`src/rtl/bar_pkg.sv`:
```
// Shared defaults, bar array type and FSM state encoding for the bar_writer slice.
package bar_pkg;

   localparam int NUM_BARS     = 16;
   localparam int BINS_PER_BAR = 16;
   localparam int DECAY_SHIFT  = 3;
   localparam int BIN_W        = 16;

   typedef logic [NUM_BARS-1:0][BIN_W-1:0] bar_array_t;

   typedef enum logic [1:0] {
      ACCUM  = 2'd0,
      FULL   = 2'd1,
      UPDATE = 2'd2
   } bar_state_t;

endpackage

```
`src/rtl/bar_writer_if.sv`:
```
// Valid/ready magnitude-bin stream feeding bar_writer.
interface bar_writer_if;
   import bar_pkg::*;

   logic             bin_valid;
   logic             bin_ready;
   logic [BIN_W-1:0] bin_mag;
   logic             bin_last;

   modport master (output bin_valid, output bin_mag, output bin_last, input bin_ready);
   modport slave  (input bin_valid, input bin_mag, input bin_last, output bin_ready);

endinterface

```
`src/rtl/bar_decay.sv`:
```
// One-bar peak-hold step: next = max(pending, decay(current)), never underflows.
module bar_decay
   import bar_pkg::*;
#(
   parameter int DECAY_SHIFT = bar_pkg::DECAY_SHIFT
)(
   input  logic [BIN_W-1:0] pending,
   input  logic [BIN_W-1:0] current,
   output logic [BIN_W-1:0] next
);

   logic [BIN_W-1:0] step;
   logic [BIN_W-1:0] decayed;

   always_comb begin
      step = current >> DECAY_SHIFT;
      // Small values still fall by one per frame so bars always reach zero.
      if (step != '0)
         decayed = current - step;
      else if (current != '0)
         decayed = current - 1'b1;
      else
         decayed = '0;
      next = (pending > decayed) ? pending : decayed;
   end

endmodule

```
`src/rtl/bar_writer.sv`:
```
// Folds a frame of spectral bins into per-bar peaks and publishes them with
// peak-hold decay, one bar per cycle, during vertical blanking.
module bar_writer
   import bar_pkg::*;
#(
   parameter int NUM_BARS     = bar_pkg::NUM_BARS,
   parameter int BINS_PER_BAR = bar_pkg::BINS_PER_BAR,
   parameter int DECAY_SHIFT  = bar_pkg::DECAY_SHIFT
)(
   input  logic                            fsm_clk,
   input  logic                            reset_n,
   bar_writer_if.slave                     bin,
   input  logic                            frame_sync,
   output logic [NUM_BARS-1:0][BIN_W-1:0]  bars,
   output logic                            frame_done,
   output logic                            frame_dropped,
   output logic                            bin_overflow
);

   localparam int IW = (NUM_BARS > 1) ? $clog2(NUM_BARS) : 1;
   localparam int CW = (BINS_PER_BAR > 1) ? $clog2(BINS_PER_BAR) : 1;
   localparam int BW = $clog2(NUM_BARS + 1);

   bar_state_t                     state;
   logic [NUM_BARS-1:0][BIN_W-1:0] pending;
   logic [BIN_W-1:0]               work;
   logic [BIN_W-1:0]               new_work;
   logic [BIN_W-1:0]               decay_next;
   logic [CW-1:0]                  bin_cnt;
   logic [BW-1:0]                  bar_idx;
   logic [IW-1:0]                  bar_sel;
   logic [IW-1:0]                  upd_idx;
   logic                           xfer;
   logic                           frame_full;

   assign bin.bin_ready = (state == ACCUM);
   assign xfer          = bin.bin_valid && bin.bin_ready;
   // bar_idx reaching NUM_BARS means every bar of this frame is already committed.
   assign frame_full    = (bar_idx == BW'(NUM_BARS));
   assign bar_sel       = bar_idx[IW-1:0];
   assign new_work      = (bin.bin_mag > work) ? bin.bin_mag : work;

   bar_decay #(.DECAY_SHIFT(DECAY_SHIFT)) u_decay (
      .pending (pending[upd_idx]),
      .current (bars[upd_idx]),
      .next    (decay_next)
   );

   always_ff @(posedge fsm_clk or negedge reset_n) begin
      if (!reset_n) begin
         state         <= ACCUM;
         pending       <= '0;
         work          <= '0;
         bin_cnt       <= '0;
         bar_idx       <= '0;
         upd_idx       <= '0;
         frame_done    <= 1'b0;
         frame_dropped <= 1'b0;
         bin_overflow  <= 1'b0;
      end else begin
         frame_done    <= 1'b0;
         frame_dropped <= 1'b0;
         case (state)
            ACCUM: begin
               if (frame_sync && !(xfer && bin.bin_last))
                  frame_dropped <= 1'b1;
               if (xfer) begin
                  if (frame_full)
                     bin_overflow <= 1'b1;
                  if (bin.bin_last) begin
                     if (!frame_full) begin
                        for (int unsigned j = 0; j < NUM_BARS; j++)
                           if (j > 32'(bar_idx))
                              pending[j] <= '0;
                        pending[bar_sel] <= new_work;
                     end
                     work    <= '0;
                     bin_cnt <= '0;
                     bar_idx <= '0;
                     state   <= FULL;
                  end else if (!frame_full) begin
                     if (bin_cnt == CW'(BINS_PER_BAR - 1)) begin
                        pending[bar_sel] <= new_work;
                        work             <= '0;
                        bin_cnt          <= '0;
                        bar_idx          <= bar_idx + 1'b1;
                     end else begin
                        work    <= new_work;
                        bin_cnt <= bin_cnt + 1'b1;
                     end
                  end
               end
            end
            FULL: begin
               if (frame_sync) begin
                  state   <= UPDATE;
                  upd_idx <= '0;
               end
            end
            UPDATE: begin
               if (upd_idx == IW'(NUM_BARS - 1)) begin
                  state      <= ACCUM;
                  frame_done <= 1'b1;
               end else begin
                  upd_idx <= upd_idx + 1'b1;
               end
            end
            default: state <= ACCUM;
         endcase
      end
   end

   always_ff @(posedge fsm_clk or negedge reset_n) begin
      if (!reset_n)
         bars <= '0;
      else if (state == UPDATE)
         bars[upd_idx] <= decay_next;
   end

endmodule

```
`src/flat_wrapper.sv`:
```
// flat-port wrapper written by rule: the top's interface ports become plain ports
module bar_writer_flat import bar_pkg::*;
#(
   parameter int NUM_BARS     = bar_pkg::NUM_BARS,
   parameter int BINS_PER_BAR = bar_pkg::BINS_PER_BAR,
   parameter int DECAY_SHIFT  = bar_pkg::DECAY_SHIFT
)
  (fsm_clk, reset_n, frame_sync, bars, frame_done, frame_dropped, bin_overflow, bin_bin_valid, bin_bin_mag, bin_bin_last, bin_bin_ready);
  bar_writer_if bin_i ();
  input  logic fsm_clk;
  input  logic reset_n;
  input  logic frame_sync;
  output logic [NUM_BARS-1:0][BIN_W-1:0] bars;
  output logic frame_done;
  output logic frame_dropped;
  output logic bin_overflow;
  input wire logic [$bits(bin_i.bin_valid)-1:0] bin_bin_valid;
  input wire logic [$bits(bin_i.bin_mag)-1:0] bin_bin_mag;
  input wire logic [$bits(bin_i.bin_last)-1:0] bin_bin_last;
  output wire logic [$bits(bin_i.bin_ready)-1:0] bin_bin_ready;
  assign bin_i.bin_valid = bin_bin_valid;
  assign bin_i.bin_mag = bin_bin_mag;
  assign bin_i.bin_last = bin_bin_last;
  assign bin_bin_ready = bin_i.bin_ready;
  bar_writer #(.NUM_BARS(NUM_BARS), .BINS_PER_BAR(BINS_PER_BAR), .DECAY_SHIFT(DECAY_SHIFT)) u_core (.fsm_clk(fsm_clk), .reset_n(reset_n), .bin(bin_i), .frame_sync(frame_sync), .bars(bars), .frame_done(frame_done), .frame_dropped(frame_dropped), .bin_overflow(bin_overflow));
endmodule
```
`config.mk`:
```
export PLATFORM = sky130hd
export DESIGN_NAME = bar_writer_flat
export DESIGN_NICKNAME = d
export VERILOG_FILES = /design/src/rtl/bar_pkg.sv /design/src/rtl/bar_writer_if.sv /design/src/rtl/bar_decay.sv /design/src/rtl/bar_writer.sv /design/src/flat_wrapper.sv
export SDC_FILE = /design/constraint.sdc
export NUM_CORES = 1
export LEC_CHECK = 0
export CORE_ASPECT_RATIO = 1.25
export CORE_UTILIZATION = 38
export CTS_CLUSTER_DIAMETER = 50
export CTS_CLUSTER_SIZE = 28
export DETAILED_ROUTE_END_ITERATION = 10
export GPL_ROUTABILITY_DRIVEN = 0
export PLACE_DENSITY = 0.68
export SLEW_MARGIN = 30
export SYNTH_ARGS = -nofsm -noshare
export SYNTH_HDL_FRONTEND = slang
export SYNTH_SLANG_ARGS = --single-unit
export TNS_END_PERCENT = 50
```
`constraint.sdc`:
```
create_clock -name fsm_clk -period 14.3 [get_ports fsm_clk]
set_input_delay 2.86 -clock fsm_clk [delete_from_list [all_inputs] [get_ports fsm_clk]]
set_output_delay 2.86 -clock fsm_clk [all_outputs]
set_load 0.01 [all_outputs]
```
## Yosys cells after proc, flatten, opt, wreduce, memory -nomap -nowiden

Cells that the tools add are included.

- Bits of input ports: 21
- Logic and storage cells: 210
- Output and inout port bits: 260
- Register bits after elaboration: 546

- Reduce and logical (&&, ||, !) cells: 17
- Bitwise gates (word level): 1
- Equal/unequal tests: 11
- Add/sub/neg operators: 5
- Muxes and demuxes: 115
- Magnitude comparators: 21

Operator list:

| cell | number |
|---|---|
| $mux W16 | 86 |
| $mux W256 | 4 |
| $bwmux W256 | 3 |
| $bmux W16 S4 | 2 |
| $demux W16 S4 | 2 |
| $gt A4 B5 Y1 const A | 8 |
| $gt A16 B16 Y1 | 2 |
| $reduce_bool A16 Y1 | 2 |
| $gt A3 B5 Y1 const A | 4 |
| $mux W4 | 5 |
| $sub A16 B1 Y16 const B | 1 |
| $sub A16 B13 Y16 | 1 |
| $mux W5 | 3 |
| $reduce_and A4 Y1 | 3 |
| $gt A2 B5 Y1 const A | 2 |
| $lt A4 B5 Y1 const B | 2 |
| $ne A2 B2 Y1 const B | 5 |
| $reduce_and A3 Y1 | 3 |
| $add A4 B1 Y4 const B | 2 |
| $eq A4 B4 Y1 const B | 2 |
| $ge A4 B1 Y1 const B | 2 |
| $mux W2 | 4 |
| $pmux W4 S2 | 1 |
| $pmux W2 S3 | 1 |
| other kinds (12) | 20 |

## Depth between registers and ports, before layout

Gate-level depths: netlist (run 1).

- Word-level depth: 9
- Gate-level depth with buffers: 28

## Modules after synthesis

From an unflattened synthesis (run 1), not the netlist that was laid out.

- Cells, all modules: 2834
- Area total of the unflattened synthesis: 30755.7 µm²

By module, submodules not included:

| module | area each (µm²) | times used | cells each | sequential area each (µm²) |
|---|---|---|---|---|
| bar_writer | 29010.3 | 1 | 2602 | 13663.1 |
| bar_decay | 1745.4 | 1 | 232 | 0.0 |

## Least setup slack after synthesis (run 1)

No wires, ideal clock.

- Path kind: reg-to-reg
- Start point: register u_core.upd_idx[0]
- End point: register u_core.bars[105] in the netlist's numbering
- Buffers on the path: 6
- Stages on the path, launching flop included: 25
- Required time: 14.175 ns
- Arrival: 6.181 ns
- Slack: 7.994 ns
- Setup time: 0.125 ns
- Clock period less this slack: 6.306 ns
- Cell sequence: dfrtp_1 > buf_6 > buf_6 > buf_6 > buf_6 > buf_4 > mux4_2 > mux4_2 > ha_1 > nor2b_1 > o31a_1 > o22ai_1 > o221ai_1 > o311a_1 > a21oi_1 > o21ba_2 > ha_1 > nand4_1 > nor3_1 > o311ai_0 > a22oi_1 > a21oi_1 > a221o_1 > buf_2 > mux2_2

- Longest elaborated chain between the ends: 8

RTL lines:

| what | RTL line | source |
|---|---|---|
| from (decl) | bar_writer.sv:32 | `logic [IW-1:0] upd_idx;` |
| from (signal assigned) | bar_writer.sv:105 | `upd_idx <= upd_idx + 1'b1;` |
| $bmux W16 S4 | bar_writer.sv:45 | `.current (bars[upd_idx]),` |
| $mux W16 (implied by the code) | bar_writer.sv:45 |  |
| $sub A16 B1 Y16 or $reduce_bool A16 Y1 (tied branches) | bar_decay.sv:21, bar_decay.sv:20 |  |
| $mux W16 | bar_decay.sv:20 | `else if (current != '0)` |
| $mux W16 | bar_decay.sv:18 | `if (step != '0)` |
| $gt A16 B16 Y1 | bar_decay.sv:24 | `next = (pending > decayed) ? pending : decayed;` |
| $mux W16 | bar_decay.sv:24 |  |
| $bwmux W256 (*) | bar_writer.sv:117 | `bars[upd_idx] <= decay_next;` |
| to (signal, indexed assignment) | bar_writer.sv:117 |  |
| to (decl) | bar_writer.sv:14 | `output logic [NUM_BARS-1:0][BIN_W-1:0] bars,` |

Mark *: on every way between the ends. The rest lies on a longest branch, timed or not. The select of a mux whose other input is x is not followed.
A chain may end at the register's enable or synchronous reset.

## Final worst setup path (run 1)

- Start point: register u_core.upd_idx[0]
- End point: register u_core.bars[112] in the netlist's numbering

Same word-level chain as after synthesis.

==> results of run 1 <==
## worst register-to-register path, cell delays in order, from the launching register on
cell and delay, ns:
dfrtp_4 0.92, buf_12 0.62, mux4_2 0.68, mux4_2 0.56, inv_1 0.12, ha_1 0.29, a21oi_1 0.27, o21bai_1 0.11
a211oi_1 0.58, a21oi_1 0.16, nor2b_1 0.19, xnor2_1 0.14, a21o_1 0.19, ha_1 0.21, or4_1 0.54, a21oi_1 0.14
o21ai_0 0.10, a21oi_1 0.20, a22o_1 0.80, nor2_1 0.14, a311oi_2 0.79, mux2_2 0.31
## cells in the final DEF (no fill, tap or decap), drive strengths merged, types with 12 or more instances in the layout
| cell | synthesis | final |
|---|---|---|
| dfrtp | 546 | 546 |
| nand2 | 319 | 319 |
| o21ai | 296 | 296 |
| clkdlybuf4s50 | 0 | 279 |
| mux2 | 238 | 238 |
| mux4 | 148 | 148 |
| inv | 50 | 64 |
| a21oi | 60 | 60 |
| ha | 56 | 56 |
| nor2 | 52 | 52 |
| clkbuf | 103 | 46 |
| buf | 43 | 44 |
| nand3 | 43 | 43 |
| mux2i | 21 | 21 |
| o22ai | 16 | 16 |
| nand4 | 12 | 12 |
| nor2b | 12 | 12 |
## flip-flops by register name, indices dropped and copies added, names as in the netlist, 2 cells and up, named ones only
name	cells
u_core.state	2
u_core.upd_idx	4
u_core.work	16
u_core.pending	240
u_core.bar_idx	5
u_core.bin_cnt	4
u_core.bars	256
## layer usage
layer | global-route usage [%] | part of all wire [%] | vias up
met4 | 8.513 | 3.7 | 0
met3 | 3.090 | 6.0 | 171
met5 | 0 | 0 | -
met2 | 40.41 | 53 | 749
li1 | - | - | 8302
met1 | 26.48 | 38 | 10052
## stage by stage
| stage | std cells | utilization, % | worst slack [ns] | hold WS [ns] | area (µm²) |
|---|---|---|---|---|---|
| finish | 3285 | 46.11 | 6.197 | 0.4630 | 31480 |
| global route | 3285 | 46.11 | 5.619 | 0.4829 | 31480 |
| CTS | 3284 | 46.01 | 6.137 | 0.4715 | 31410 |
| detailed placement | 3215 | 44.03 | 6.202 | 0.4531 | 30060 |
| global placement | 3215 | 43.89 | 6.350 | 0.4483 | 29970 |
| floorplan | 2167 | - | 7.994 | 0.4446 | 26310 |
## path summary, 6_finish.rpt
| check | start | cells past startpoint | to | slack (ns) |
|---|---|---|---|---|
| max | u_core.upd_idx[0] | 21 | u_core.bars[112] | 6.20 |
| min | u_core.bin_overflow | 1 | u_core.bin_overflow | 0.46 |
| max reg2reg | u_core.upd_idx[0] | 21 | u_core.bars[112] | 6.20 |
| min reg2reg | u_core.bin_overflow | 1 | u_core.bin_overflow | 0.46 |
| max in group asynchronous | reset_n | 4 | u_core.pending[218] | 9.78 |
| min in group asynchronous | reset_n | 1 | u_core.bars[228] | 2.19 |
## power breakdown
| part | switching, mW | internal (mW) | total (mW) |
|---|---|---|---|
| Clock | 0.617 | 0.578 | 1.19 |
| Sequential | 0.350 | 1.87 | 2.22 |
| Combinational | 3.09 | 1.99 | 5.08 |
| Total | 4.06 | 4.44 | 8.50 |
## final cells by class
class,instances,area share [%]
clock buffers,46,3.311
clock inverters,23,0.9857
inverters,51,0.6081
multi-input cells,1424,38.09
flip-flops and latches,546,43.43
well taps,872,3.466
repair buffers,323,10.11
## kinds of logic (layout without fill, tap and decap cells)
group	Yosys count	after routing	share of synthesized area, %
AOI/OAI and AO/OA	461	461	10.13
xor gates and xnor gates	9	9	0.2996
adders and majority gates	57	57	2.739
buffers and inverters	197	443	3.100
DFF	546	546	51.93
muxes	407	407	23.65
and+or+nand+nor	490	490	8.155
==> reports/summary.txt, run 1 <==
synth-to-layout area growth: 19.64%
Final #Nets: 2462
Yosys reg bits: 546
sequential share of the synthesized area: 51.93%
largest area contributor in the netlist: dfrtp_1
largest net degree at the start of global routing: 134
fin crit share: 56.67%
outcome: finished, final reports clean
Core ar.: 68280 µm²
Total Power: 8.497 mW
synth unique cells: 66
Max Cap Viol: 0
Layout Skew: 0.03643 ns
Syn Inst Count: 2167
worst skew pair latency: 0.58 ns
top cell family by delay on the critical path: compound AO/OA/AOI/OAI gates
clk slew on worst S/H paths: 0.08 ns
Die Width: 237.4 µm
final setup vio count: 0
WL final: 78430 µm
Synth Warn #: 0
proportion of layout cells with a drive suffix above 1: 22.05%
total number of clock tree sinks: 546
post-route ant nets: 0
port buffer count: 280
PwrDens: 269.9 nW/µm²
Root Buffer: clkbuf_16
RSZ-0062 raised after global routing: no
crit-path cells: buf_12 > mux4_2 > mux4_2 > inv_1 > ha_1 > a21oi_1 > o21bai_1 > a211oi_1 > a21oi_1 > nor2b_1 > xnor2_1 > a21o_1 > ha_1 > or4_1 > a21oi_1 > o21ai_0 > a21oi_1 > a22o_1 > nor2_1 > a311oi_2 > mux2_2
via count: 19.27k
Critical Path End Type: flip-flop
full die area: 70310 µm²
Worst VDD drop: 363.5 µV
required time worst endpoint: 14.79 ns
Reg area: 13670 µm²
global-route wire length before repair: 121100 µm
Slew HR: 26.34%
leak pwr: 13.72 nW
PostCTS Resize Cnt: 0
Crit Path Category: flip-flop to flip-flop
total gr overflow: 0
vias per cell: 5.867
Achievable Freq: 123.4 MHz
FFs w/ async S/R, synth: 100.0%
CTS tree: built
GRT Resource Usage Total: 22.19%
most used cell, CP: a21oi_1
I/O pin count: 281
dominant synthesized flop cell: dfrtp_1
Die H: 296.2 µm
CP max stage cell: dfrtp_4
Tmin final: 8.103 ns
area occupied by multi-input gates: 11990 µm²
Hold Vio Cnt, Final: 0
largest cells by area after synthesis: dfrtp_1 (52%), mux4_2 (13%), mux2_2 (9.5%)
total CTS buffers: 38
Post-synth EDFFs: 0
Initial Util: 38.54%
mapped cell area: 26310 µm²
slowest cell delay on critical path: 0.92 ns
# hold bufs at CTS: 0
Post-Syn Nets: 2245
worst hold path class: flip-flop to flip-flop
Slew Viols, Final: 0
Detailed Place HPWL: 55780 µm
clk buf depth: 3
initial drt markers: 1649
setup TNS: 0 ns
FP Rows: 107
Avg Cell Area, Syn: 12.14 µm²
first drt pass iteration count: 5
postcts setup bufs: 0
CP Buf/Inv Count: 2
H-tree lvl count: 2
Worst setup SP type: flip-flop
DR WL/cell: 23.88 µm
Post-synth top cells: dfrtp_1 (546), nand2_1 (319), o21ai_0 (277)
post-synth top area share: 51.93%
Least-Margin Pin Slew: 1.105 ns
# diodes: 0
vias in the first global route: 19.89k
maximum fanout along the worst path: 92
DRC: 0
Critical Path AT: 8.59 ns
filler instances: 6007
top-count cell post-synth: dfrtp_1
initial antenna violation count: 0
Power figures use the tool's default switching activity.
==> run 2, diff against run 1 <==
PLACE_DENSITY = 0.71   (was 0.68)
clock period = 6.8 ns   (was 14.3 ns; I/O delays follow)
==> reports/summary.txt, run 2 (synthesis results as in run 1) <==
initial drt markers: 1549
CP max stage cell: dfrtp_4
full die area: 70310 µm²
setup TNS: 0 ns
required time worst endpoint: 7.33 ns
global-route wire length before repair: 122200 µm
top cell family by delay on the critical path: compound AO/OA/AOI/OAI gates
Core ar.: 68280 µm²
Max Cap Viol: 0
reg2reg start: u_core.upd_idx[0]
Crit Path Category: flip-flop to flip-flop
worst reg2reg setup slack: 0.36 ns
Die H: 296.2 µm
synth-to-layout area growth: 21.70%
Least-Margin Pin Slew: 1.069 ns
crit-path cells: buf_12 > mux4_2 > a22o_1 > a221oi_2 > inv_2 > fa_1 > nor2b_1 > o31a_1 > o21bai_1 > a2111o_1 > o211ai_1 > a21oi_1 > ha_1 > or4_1 > a21oi_1 > o21ai_0 > a21oi_1 > a22o_1 > buf_4 > nand2_1 > o211ai_2 > mux2_2
total number of clock tree sinks: 546
port buffer count: 280
Critical Path AT: 6.97 ns
Achievable Freq: 155.2 MHz
commonest cells after routing, fill and taps aside: dfrtp_1 (544), nand2_1 (316), clkdlybuf4s50_1 (279), o21ai_0 (277), mux2_2 (221)
total gr overflow: 0
DRC: 0
Hold Slack: 0.4611 ns
CP Buf/Inv Count: 3
post-route ant nets: 0
Detailed Place HPWL: 56000 µm
RSZ-0062 raised after global routing: no
worst hold path class: flip-flop to flip-flop
vias in the first global route: 20.37k
Slew HR: 28.74%
Layout Skew: 0.02641 ns
Initial Util: 38.54%
DR WL/cell: 23.84 µm
GRT Resource Usage Total: 22.52%
Root Buffer: clkbuf_16
CP Capture Point: u_core.bars[115]
Hold Vio Cnt, Final: 0
Largest Register: u_core.bars
# diodes: 0
largest registers: u_core.bars x256, u_core.pending x240, u_core.work x16
max reg flops: 256
commonest non-fill, non-tap cell in the layout: dfrtp_1
vias per cell: 5.855
worst skew pair latency: 0.60 ns
WL final: 79370 µm
clk slew on worst S/H paths: 0.08 ns
leak pwr: 14.02 nW
CTS tree: built
slowest cell delay on critical path: 0.61 ns
proportion of layout cells with a drive suffix above 1: 23.61%
final setup vio count: 0
CP startpoint: u_core.upd_idx[0]
fin crit share: 94.74%
initial antenna violation count: 0
via count: 19.49k
Worst VDD drop: 496.7 µV
final setup margin: 0.3576 ns
Final #Nets: 2503
Layout Utilization: 46.90%
Reg2Reg Depth: 22
maximum fanout along the worst path: 15
I/O pin count: 281
clk buf depth: 3
PwrDens: 585.4 nW/µm²
total CTS buffers: 40
largest net degree at the start of global routing: 182
Tmin final: 6.442 ns
H-tree lvl count: 2
Slew Viols, Final: 0
first drt pass iteration count: 5
placed cells: 3251
WP depth: 22
FP Rows: 107
outcome: finished, final reports clean
Die Width: 237.4 µm
Worst setup SP type: flip-flop
Layout Cells excl Fill: 3329
Critical Path End Type: flip-flop
most used cell, CP: a21oi_1
reg-to-reg critical path endpoint: u_core.bars[115]
Setup WS pre-CTS: 0.03811 ns
run 2: cell types whose count changed in the layout (fill, tap and decap cells not counted), moves of 3 or more:
| cell | before | now |
|---|---|---|
| bufinv_16 | 1 | 4 |
| buf_12 | 2 | 5 |
| inv_8 | 2 | 6 |
| buf_4 | 38 | 74 |
| inv_6 | 7 | 4 |
run 2: area by class of cell:
type                    instances  area [µm²]
multi-input cells            1424       12010
repair buffers                362        3546
clock inverters                28       439.2
clock buffers                  46        1075
inverters                      51       191.4
fillers                      5961       36250
flip-flops and latches        546       13670
well taps                     872        1091
run 2: metrics by stage:
step	cell area, µm²	power, mW
finish	32020	18.75
global route	32020	19.95
CTS	31850	18.63
global placement	30260	15.39
detailed placement	30330	15.85
floorplan	26310	11.67
run 2: worst min-delay path by stage:
stage                     endpoint                 from  slack [ns]  cells past startpoint
2_1_floorplan  u_core.pending[100]  u_core.pending[100]        0.44                      2
3_3_place_gp   u_core.bin_overflow  u_core.bin_overflow        0.45                      1
3_5_place_dp   u_core.bin_overflow  u_core.bin_overflow        0.45                      1
4_1_cts        u_core.bin_overflow  u_core.bin_overflow        0.47                      1
5_1_grt        u_core.bin_overflow  u_core.bin_overflow        0.50                      1
6_report       u_core.bin_overflow  u_core.bin_overflow        0.46                      1
run 2: power breakdown:
part,leakage [nW],switching (mW),internal [mW]
clock network,0.731,1.34,1.38
registers,7.41,0.690,3.95
logic,5.88,6.74,4.65
run 2: repair_timing:
item                                    4_1_cts  5_1_grt
buffers inserted                              0        1
resized for setup                             0        7
hold buffers                                  0        0
endpoints found under the setup margin        0      236
run 2: per-layer routing:
metal | track usage [%] | share of wire (%) | routed length [µm]
met5 | 0 | 0 | 0
met4 | 9.740 | 4.4 | 3468
met3 | 3.593 | 6.2 | 4885
met2 | 41.08 | 53 | 41680
met1 | 26.09 | 37 | 29330
run 2: worst reg2reg max path, delay by kind of cell, from the launching register on:
family,cells,cell delay [ns]
flops,1,0.61
buf+inv,3,0.58
mux,2,0.85
fa+ha+maj,2,0.69
compound gates,12,2.89
simple gates,3,0.78
==> run 3, diff against run 2 <==
CTS_CLUSTER_DIAMETER = unset   (was 50)
SKIP_CTS_REPAIR_TIMING = 1   (was unset)
==> reports/summary.txt, run 3 (synthesis results as in run 1) <==
outcome: finished, final reports clean
Power Internal: 10.29 mW
synth-to-layout area growth: 22.69%
sw frac: 45.88%
Die Width: 237.4 µm
Crit Path Category: flip-flop to flip-flop
reg-to-reg critical path endpoint: u_core.bars[99]
initial drt markers: 1658
DRC: 0
total number of clock tree sinks: 546
crit-path cells: buf_4 > mux4_2 > a22oi_1 > nand3_1 > inv_1 > ha_1 > a21o_1 > a211oi_1 > nor2b_1 > xnor2_1 > a21o_1 > ha_1 > or4_1 > a21oi_1 > o21ai_0 > a21oi_1 > a22o_1 > buf_4 > nand2_1 > o211ai_2 > mux2_2
hold_sp: u_core.bin_overflow
top cell family by delay on the critical path: compound AO/OA/AOI/OAI gates
H-tree lvl count: 2
Tmin final: 6.460 ns
clk buf depth: 3
largest net degree at the start of global routing: 182
Least-Margin Pin Slew: 1.091 ns
first drt pass iteration count: 6
Reg2Reg Depth: 21
Hold Vio Cnt, Final: 0
global-route wire length before repair: 122200 µm
reg2reg start: u_core.upd_idx[1]
Slew HR: 27.27%
worst reg2reg setup slack: 0.34 ns
Final #Nets: 2520
setup TNS: 0 ns
commonest non-fill, non-tap cell in the layout: dfrtp_1
clk slew on worst S/H paths: 0.06 ns
Hold Slack: 0.4583 ns
CP Buf/Inv Count: 3
Reg power frac: 24.3%
required time worst endpoint: 7.36 ns
leak pwr: 14.17 nW
# diodes: 0
initial antenna violation count: 0
DR WL/cell: 23.69 µm
clock share of power: 15.5%
combinational share of power: 60.2%
Critical Path End Type: flip-flop
CP startpoint: u_core.upd_idx[1]
fin crit share: 95.00%
PwrDens: 589.2 nW/µm²
final setup vio count: 0
WL final: 79450 µm
Largest Register: u_core.bars
CTS tree: built
Initial Util: 38.54%
post-route ant nets: 0
Max Cap Viol: 0
hold-critical path depth: 1
Critical Path AT: 7.02 ns
vias in the first global route: 20.53k
total gr overflow: 0
full die area: 70310 µm²
Achievable Freq: 154.8 MHz
vias per cell: 5.852
Worst setup SP type: flip-flop
Core ar.: 68280 µm²
slowest cell delay on critical path: 0.70 ns
CP max stage cell: dfrtp_4
Root Buffer: clkbuf_16
proportion of layout cells with a drive suffix above 1: 24.21%
GRT Resource Usage Total: 22.52%
Die H: 296.2 µm
worst skew pair latency: 0.63 ns
via count: 19.63k
commonest cells after routing, fill and taps aside: dfrtp_1 (544), nand2_1 (315), clkdlybuf4s50_1 (279), o21ai_0 (277), mux2_2 (221)
I/O pin count: 281
Setup WS pre-CTS: 0.03811 ns
worst hold path class: flip-flop to flip-flop
port buffer count: 280
FP Rows: 107
Slew Viols, Final: 0
total CTS buffers: 52
Layout Skew: 0.03539 ns
largest registers: u_core.bars x256, u_core.pending x240, u_core.work x16
Total Power: 19.02 mW
max reg flops: 256
final setup margin: 0.3397 ns
maximum fanout along the worst path: 26
worst hold endpoint: u_core.bin_overflow
Switch Pwr: 8.726 mW
Detailed Place HPWL: 56000 µm
Worst VDD drop: 496.4 µV
==> run 3: cell count changes in the layout (fill, tap and decap cells not counted), moves of 2 or more <==
cell / before / now
inv_6: 4 / 2
clkinv_8: 5 / 1
inv_8: 6 / 0
inv_16: 3 / 1
buf_4: 74 / 79
clkinvlp_4: 2 / 4
clkbuf_16: 41 / 52
clkbuf_8: 3 / 16
bufinv_16: 4 / 2
clkbuf_1: 2 / 7
clkinv_2: 1 / 9
==> run 3: layout make-up <==
class	count	area, µm²
Multi-Input combinational cell	1424	12000
Clock inverter	19	188.9
Sequential cell	546	13670
Tap cell	872	1091
Fill cell	5899	36000
Inverter	51	191.4
Timing Repair Buffer	367	3591
Clock buffer	75	1548
==> run 3: worst max path at each step <==
stage | endpoint | cells after the start | slack [ns]
floorplan | u_core.bars[89] | 24 | 0.49
global placement | u_core.bars[249] | 21 | 0.24
detailed placement | u_core.bars[217] | 21 | 0.04
CTS | u_core.bars[217] | 21 | -0.02
global route | u_core.bars[139] | 23 | -0.01
finish | u_core.bars[99] | 21 | 0.34
==> run 3: power groups by stage <==
stage / sequential (mW) / clock [mW] / combinational [mW]
3_3_place_gp: 4.64 / 0 / 10.8
2_1_floorplan: 4.60 / 0 / 7.08
3_5_place_dp: 4.69 / 0 / 11.2
5_1_grt: 4.69 / 3.11 / 12.4
6_report: 4.63 / 2.95 / 11.4
4_1_cts: 4.64 / 2.99 / 11.2
==> run 3: metrics by stage <==
stage	std cells	cell area (µm²)	util (%)
floorplan	2167	26310	-
finish	3354	32280	47.28
detailed placement	3251	30330	44.43
global route	3354	32280	47.28
global placement	3251	30260	44.32
CTS	3345	32070	46.97
==> run 3: metal layers <==
metal | up-vias | wire, µm | GRT usage, %
met1 | 10135 | 29390 | 26.15
met3 | 215 | 4979 | 3.584
met2 | 843 | 41480 | 40.78
met5 | - | 0 | 0
li1 | 8433 | - | -
met4 | 0 | 3599 | 10.20
